## src/rtl/muldiv_pkg.sv

```systemverilog
// Shared definitions for the iterative RV M-extension multiply/divide unit:
// funct3 operation codes, FSM state encoding and the most-negative-value
// constant, sized for the widest legal XLEN so each instance slices its own.
package muldiv_pkg;

  localparam logic [2:0] MD_OP_MUL    = 3'b000;
  localparam logic [2:0] MD_OP_MULH   = 3'b001;
  localparam logic [2:0] MD_OP_MULHSU = 3'b010;
  localparam logic [2:0] MD_OP_MULHU  = 3'b011;
  localparam logic [2:0] MD_OP_DIV    = 3'b100;
  localparam logic [2:0] MD_OP_DIVU   = 3'b101;
  localparam logic [2:0] MD_OP_REM    = 3'b110;
  localparam logic [2:0] MD_OP_REMU   = 3'b111;

  typedef enum logic [1:0] {
    MD_ST_IDLE = 2'd0,
    MD_ST_PREP = 2'd1,
    MD_ST_CALC = 2'd2,
    MD_ST_FIX  = 2'd3
  } md_state_t;

  // Only the MSB is set; an XLEN-wide instance takes the top XLEN bits.
  localparam int MD_MAX_XLEN = 64;
  localparam logic [MD_MAX_XLEN-1:0] MD_MOST_NEG_MAX = {1'b1, {(MD_MAX_XLEN-1){1'b0}}};

endpackage

```

## src/rtl/muldiv_if.sv

```systemverilog
// Request/response bundle between the execute stage and muldiv_unit.
// master: start, kill, op, a, b out; busy, done, result in.
// slave : the unit side (mirror image).
interface muldiv_if #(parameter int XLEN = 64);
  logic            start;
  logic            kill;
  logic [2:0]      op;
  logic [XLEN-1:0] a;
  logic [XLEN-1:0] b;
  logic            busy;
  logic            done;
  logic [XLEN-1:0] result;

  modport master (output start, kill, op, a, b, input busy, done, result);
  modport slave  (input start, kill, op, a, b, output busy, done, result);
endinterface

```

## src/rtl/muldiv_shift_core.sv

```systemverilog
// Shared shift datapath: radix-2 shift-add multiply or restoring divide, one bit per step.
// Latency: one step per cycle with step=1; load seeds the accumulator in one cycle.
// No handshake; the controlling FSM decides when to load and step.
// Ports: clk, rst, load (seed acc/operand), step (advance one bit), is_div,
//        mag_a/mag_b (unsigned magnitudes), acc_out (product, or {rem, quo}).
module muldiv_shift_core #(
  parameter int XLEN = 64
) (
  input  logic              clk,
  input  logic              rst,
  input  logic              load,
  input  logic              step,
  input  logic              is_div,
  input  logic [XLEN-1:0]   mag_a,
  input  logic [XLEN-1:0]   mag_b,
  output logic [2*XLEN-1:0] acc_out
);

  localparam int W2 = 2 * XLEN;

  // Upper XLEN+1 bits: running partial product (with carry) or partial remainder;
  // lower XLEN bits: multiplier being shifted out, or dividend shifting in quotient bits.
  logic [W2:0]     acc;
  logic [XLEN-1:0] opnd;
  logic [XLEN:0]   add_sum;
  logic [W2:0]     acc_sh;
  logic [XLEN+1:0] trial;
  logic [W2:0]     acc_nxt;

  always_comb begin
    add_sum = acc[W2:XLEN] + (acc[0] ? {1'b0, opnd} : {(XLEN+1){1'b0}});
    acc_sh  = {acc[W2-1:0], 1'b0};
    // Extra top bit turns the subtraction borrow into a sign bit.
    trial   = {1'b0, acc_sh[W2:XLEN]} - {2'b00, opnd};
    if (is_div) begin
      acc_nxt = trial[XLEN+1] ? acc_sh : {trial[XLEN:0], acc_sh[XLEN-1:1], 1'b1};
    end else begin
      acc_nxt = {1'b0, add_sum, acc[XLEN-1:1]};
    end
  end

  always_ff @(posedge clk or posedge rst) begin
    if (rst) begin
      acc  <= '0;
      opnd <= '0;
    end else if (load) begin
      acc  <= {{(XLEN+1){1'b0}}, mag_a};
      opnd <= mag_b;
    end else if (step) begin
      acc  <= acc_nxt;
    end
  end

  assign acc_out = acc[W2-1:0];

endmodule

```

## src/rtl/muldiv_unit.sv

```systemverilog
// Iterative RV32M/RV64M multiply/divide engine (MUL..REMU) with RISC-V corner results.
// Latency: XLEN+2 cycles from accept to done; 2 cycles for divide-by-zero/overflow.
// Backpressure: start ignored while busy (not queued); kill aborts with no done.
// Ports: clk, rst (async, active-high), io (muldiv_if.slave: start/kill/op/a/b in,
//        busy/done/result out; result held until the next done).
module muldiv_unit
  import muldiv_pkg::*;
#(
  parameter int XLEN = 64
) (
  input  logic     clk,
  input  logic     rst,
  muldiv_if.slave  io
);

  localparam int W2 = 2 * XLEN;
  localparam logic [XLEN-1:0] MOST_NEG = MD_MOST_NEG_MAX[MD_MAX_XLEN-1 -: XLEN];

  md_state_t       state;
  logic [2:0]      op_q;
  logic [XLEN-1:0] a_q, b_q, cnt;
  logic            res_neg;

  logic            signed_a, signed_b, sgn_a, sgn_b;
  logic [XLEN-1:0] mag_a, mag_b;
  logic            is_div, div_zero, div_ovf, special, neg_now;
  logic [XLEN-1:0] special_val, quo, rem, fix_val;
  logic [W2-1:0]   acc, prod_fix;

  always_comb begin
    signed_a = (op_q == MD_OP_MULH) || (op_q == MD_OP_MULHSU) ||
               (op_q == MD_OP_DIV)  || (op_q == MD_OP_REM);
    signed_b = (op_q == MD_OP_MULH) || (op_q == MD_OP_DIV) || (op_q == MD_OP_REM);
    sgn_a    = signed_a & a_q[XLEN-1];
    sgn_b    = signed_b & b_q[XLEN-1];
    mag_a    = sgn_a ? -a_q : a_q;
    mag_b    = sgn_b ? -b_q : b_q;
    is_div   = op_q[2];
    div_zero = is_div && (b_q == '0);
    div_ovf  = ((op_q == MD_OP_DIV) || (op_q == MD_OP_REM)) &&
               (a_q == MOST_NEG) && (b_q == '1);
    special  = div_zero || div_ovf;
    // op_q[1] separates remainder ops from quotient ops.
    if (div_zero) special_val = op_q[1] ? a_q : '1;
    else          special_val = op_q[1] ? '0  : a_q;
    // Remainder follows the dividend's sign; everything else takes the sign product.
    neg_now  = (is_div && op_q[1]) ? sgn_a : (sgn_a ^ sgn_b);
  end

  muldiv_shift_core #(.XLEN(XLEN)) u_core (
    .clk     (clk),
    .rst     (rst),
    .load    (state == MD_ST_PREP),
    .step    (state == MD_ST_CALC),
    .is_div  (is_div),
    .mag_a   (mag_a),
    .mag_b   (mag_b),
    .acc_out (acc)
  );

  always_comb begin
    prod_fix = res_neg ? -acc : acc;
    quo      = acc[XLEN-1:0];
    rem      = acc[W2-1:XLEN];
    fix_val  = '0;
    if (special) begin
      fix_val = special_val;
    end else begin
      case (op_q)
        MD_OP_MUL:                           fix_val = prod_fix[XLEN-1:0];
        MD_OP_MULH, MD_OP_MULHSU, MD_OP_MULHU: fix_val = prod_fix[W2-1:XLEN];
        MD_OP_DIV, MD_OP_DIVU:               fix_val = res_neg ? -quo : quo;
        default:                             fix_val = res_neg ? -rem : rem;
      endcase
    end
  end

  always_ff @(posedge clk or posedge rst) begin
    if (rst) begin
      state     <= MD_ST_IDLE;
      op_q      <= '0;
      a_q       <= '0;
      b_q       <= '0;
      cnt       <= '0;
      res_neg   <= 1'b0;
      io.busy   <= 1'b0;
      io.done   <= 1'b0;
      io.result <= '0;
    end else begin
      io.done <= 1'b0;
      if (state != MD_ST_IDLE && io.kill) begin
        state   <= MD_ST_IDLE;
        io.busy <= 1'b0;
      end else begin
        case (state)
          MD_ST_IDLE: begin
            // busy is still high in the done cycle, so no accept there.
            if (io.start && !io.busy && !io.kill) begin
              op_q    <= io.op;
              a_q     <= io.a;
              b_q     <= io.b;
              io.busy <= 1'b1;
              state   <= MD_ST_PREP;
            end else begin
              io.busy <= 1'b0;
            end
          end
          MD_ST_PREP: begin
            res_neg <= neg_now;
            cnt     <= '0;
            state   <= special ? MD_ST_FIX : MD_ST_CALC;
          end
          MD_ST_CALC: begin
            cnt <= cnt + XLEN'(1);
            if (cnt == XLEN'(XLEN - 1)) state <= MD_ST_FIX;
          end
          default: begin
            io.result <= fix_val;
            io.done   <= 1'b1;
            state     <= MD_ST_IDLE;
          end
        endcase
      end
    end
  end

endmodule
```

## src/flat_wrapper.sv

```systemverilog
// flat-port wrapper written by rule: the top's interface ports become plain ports
module muldiv_unit_flat import muldiv_pkg::*;
#(
  parameter int XLEN = 64
)
  (clk, rst, io_start, io_kill, io_op, io_a, io_b, io_busy, io_done, io_result);
  muldiv_if #(.XLEN(XLEN)) io_i ();
  input  logic clk;
  input  logic rst;
  input wire logic [$bits(io_i.start)-1:0] io_start;
  input wire logic [$bits(io_i.kill)-1:0] io_kill;
  input wire logic [$bits(io_i.op)-1:0] io_op;
  input wire logic [$bits(io_i.a)-1:0] io_a;
  input wire logic [$bits(io_i.b)-1:0] io_b;
  output wire logic [$bits(io_i.busy)-1:0] io_busy;
  output wire logic [$bits(io_i.done)-1:0] io_done;
  output wire logic [$bits(io_i.result)-1:0] io_result;
  assign io_i.start = io_start;
  assign io_i.kill = io_kill;
  assign io_i.op = io_op;
  assign io_i.a = io_a;
  assign io_i.b = io_b;
  assign io_busy = io_i.busy;
  assign io_done = io_i.done;
  assign io_result = io_i.result;
  muldiv_unit #(.XLEN(XLEN)) u_core (.clk(clk), .rst(rst), .io(io_i));
endmodule
```

## config.mk

```make
export PLATFORM = sky130hd
export DESIGN_NAME = muldiv_unit_flat
export DESIGN_NICKNAME = d
export VERILOG_FILES = /design/src/rtl/muldiv_pkg.sv /design/src/rtl/muldiv_if.sv /design/src/rtl/muldiv_shift_core.sv /design/src/rtl/muldiv_unit.sv /design/src/flat_wrapper.sv
export SDC_FILE = /design/constraint.sdc
export NUM_CORES = 2
export LEC_CHECK = 0
export CAP_MARGIN = 20
export CORE_MARGIN = 1
export CORE_UTILIZATION = 40
export DETAILED_ROUTE_END_ITERATION = 8
export DONT_BUFFER_PORTS = 1
export PLACE_DENSITY = 0.64
export SYNTH_ARGS = -nofsm -noshare
export SYNTH_HDL_FRONTEND = slang
export SYNTH_SLANG_ARGS = --single-unit
```

## constraint.sdc

```tcl
create_clock -name clk -period 16.9 [get_ports clk]
set_input_delay 2.535 -clock clk [delete_from_list [all_inputs] [get_ports clk]]
set_output_delay 2.535 -clock clk [all_outputs]
set_load 0.05 [all_outputs]
```

==> flow_summary.json <==
{
  "critical_path_class": "flip-flop to flip-flop",
  "routedWlPerCell_um": 24.3,
  "worstPathRequired_ps": 17410,
  "num_rows": 110,
  "synth_edf_count": 0,
  "h-tree-depth": 2,
  "layout_min_cycle_time_ps": 4960,
  "grt_pass1_wl_um": 208000,
  "syn-num-nets": 4860,
  "hold_path.class": "flip-flop to flip-flop",
  "yosysWarningCount": 0,
  "postCtsHoldBufs": 0,
  "globalplace.congestion": 1.04,
  "cts_tree": "built",
  "synthToLayoutAreaGrowth_pct": 6.87,
  "cap_violations": 0,
  "grt_max_degree": 142,
  "cts_root_buf": "clkbuf_16",
  "postRouteAntennaNets": 0,
  "dpl.hpwl_um": 102000,
  "routed_wl_um": 136000,
  "tns_ps": 0,
  "ys_ff_latch": 457,
  "grt_antenna_before_repair": 4,
  "grt_usage": 0.285,
  "synth_area_um2": 36600,
  "clkSinkCount": 457,
  "synthArstFlopShare": 1.00,
  "cts_buffers": 53,
  "worst_pin_slew_ps": 1070,
  "grt_pass1_vias": 33100,
  "synthCells": 4584,
  "setup_viol": 0,
  "drtPass1Iterations": 9,
  "crit_fanout": 62,
  "synth_ff_type": "dfrtp_1",
  "first_iter_violations": 4130,
  "vias": 35300,
  "cp-end-kind": "flip-flop",
  "critPathLaunchType": "flip-flop",
  "cts.path.max_buffers": 3,
  "finish.net_count": 4654,
  "ios": 201,
  "yosysSeqAreaShare": 0.312,
  "vias_per_cell": 6.31,
  "port_buffers": 0,
  "clk_latency_ps": 640,
  "drive_gt1_frac": 0.0774,
  "postSynthAreaPerCell_um2": 7.99,
  "hold_viol": 0,
  "yosysTopAreaCellShare": 0.312,
  "cp_data_arrival_time_ps": 5460,
  "cts_resized": 0,
  "fmax_ghz": 0.202,
  "postCtsSetupRepairBufs": 0,
  "dieWidth_um": 305,
  "grt_overflow": 0,
  "initial_utilization": 0.405,
  "synth.distinct_cells": 97,
  "drc_errors": 0,
  "yosys.area.top_type": "dfrtp_1",
  "status": "complete, no violations",
  "core_um2": 90400,
  "synth_area_leaders": "dfrtp_1 31%, a21oi_1 5.8%, nor2_1 5.5%, xnor2_1 5.0%, ha_1 4.7%",
  "die_h_um": 305,
  "clk_pin_slew_ps": 60,
  "rsz0062_at_grt": "false",
  "maxSlewViolCount": 0,
  "relSlewSlack": 0.280,
  "period_share": 0.293,
  "die-area_um2": 92800,
  "clock_skew_ps": 47.1
}
## layout make-up
class                      count  area (µm²)
inverter                     137         524
sequential                   457       11400
tap                         1176        1470
timing repair buffer          51         403
multi-input combinational   3678       23500
clock inverter                26         249
antenna                        1        2.50
clock buffer                  72        1550
fill                        9101       51300
## kinds of logic after synthesis
family / after synthesis / synth area share
AO/OA/AOI/OAI: 1356 / 0.231
XOR/XNOR: 397 / 0.0949
adder cells (fa/ha/maj): 157 / 0.0529
buffers and inverters: 449 / 0.0477
flip-flops: 457 / 0.312
multiplexers: 200 / 0.0589
AND/OR/NAND/NOR: 1568 / 0.202
## critical path: stages (launching register included)
cell       delay, ps
dfrtp_1          450
inv_2            100
buf_4            520
nor2_1           120
ha_1             370
and3_1           210
a221o_1          390
and2_1           170
o311ai_0         750
and4b_1          340
o21a_1           320
a2111oi_1        230
o31a_1           390
xor2_1           160
a221o_1          320
## layout by cell type (no fill, tap or decap), types with 32 or more instances in the layout
master and n:
ha_1 137, nor3_1 87, o211ai_1 41, xnor2_1 208, clkbuf_16 53, mux2i_1 75
nand4_1 94, o22ai_1 49, buf_4 49, a21o_1 71, inv_1 130, nand2_1 437
or3_1 61, nand3_1 76, dfrtp_1 455, a31oi_1 35, nor4_1 67, and3_1 35
o21ai_0 337, a21oi_1 425, a211oi_1 72, o31ai_1 59, o21bai_1 32, mux2_2 125
xor2_1 189, nor2_1 530
## worst paths after layout
check	startpoint	to	slack [ps]	cells after the start
worst min register to register	u_core.cnt[1]	u_core.cnt[1]	500	2
worst max-delay path	u_core.u_core.acc[0]	u_core.u_core.acc[122]	11940	14
worst max register to register	u_core.u_core.acc[0]	u_core.u_core.acc[122]	11940	14
min in group asynchronous	rst	u_core.b_q[50]	1930	1
worst min-delay path	u_core.cnt[1]	u_core.cnt[1]	500	2
max in group asynchronous	rst	u_core.io.result[8]	12480	3
## state kept, by name, summed over array words and instances (netlist names), 2 cells and up
register,cells
u_core.u_core.opnd,64
u_core.b_q,64
u_core.op_q,3
u_core.io.result,64
u_core.cnt,64
u_core.u_core.acc,129
u_core.state,2
u_core.a_q,64
## through the flow
stage / cells / utilization / instance area [µm²] / setup slack, ps / hold slack, ps
after floorplan: 4584 / - / 36600 / 1620 / 466
after global placement: 5497 / 0.413 / 37300 / 11750 / 483
after detailed placement: 5498 / 0.413 / 37300 / 11690 / 494
after CTS: 5596 / 0.433 / 39100 / 12080 / 506
after global routing: 5598 / 0.433 / 39200 / 11700 / 534
final: 5598 / 0.433 / 39200 / 11940 / 503
## synthesized netlist by cell type (all sizes together) (12+ instances only)
cell type	count
clkbuf	274
o211ai	41
o311ai	15
nand2	440
a222oi	12
o21ai	348
and3	35
o22ai	49
dfrtp	457
a31oi	35
o2bb2ai	15
or4	34
ha	139
o31ai	61
a21o	71
nor2b	21
or2	22
mux2	125
xor2	189
o41ai	32
nand4	95
buf	38
maj3	16
inv	134
o21a	26
mux2i	75
nor3	92
xnor2	208
nand2b	31
a21oi	428
or3	63
nand3	76
a221o	14
nor4	74
o221ai	14
o21bai	32
and2	22
a211oi	72
nor2	535
## metal layers
layer  GRT usage  part of all wire
met5           0           0.00017
met4       0.114             0.045
met3      0.0538             0.094
met2       0.437              0.44
met1       0.395              0.43
Power is not shown: default switching activity piles up to over one toggle a cycle in this logic, so the estimate is an artifact.
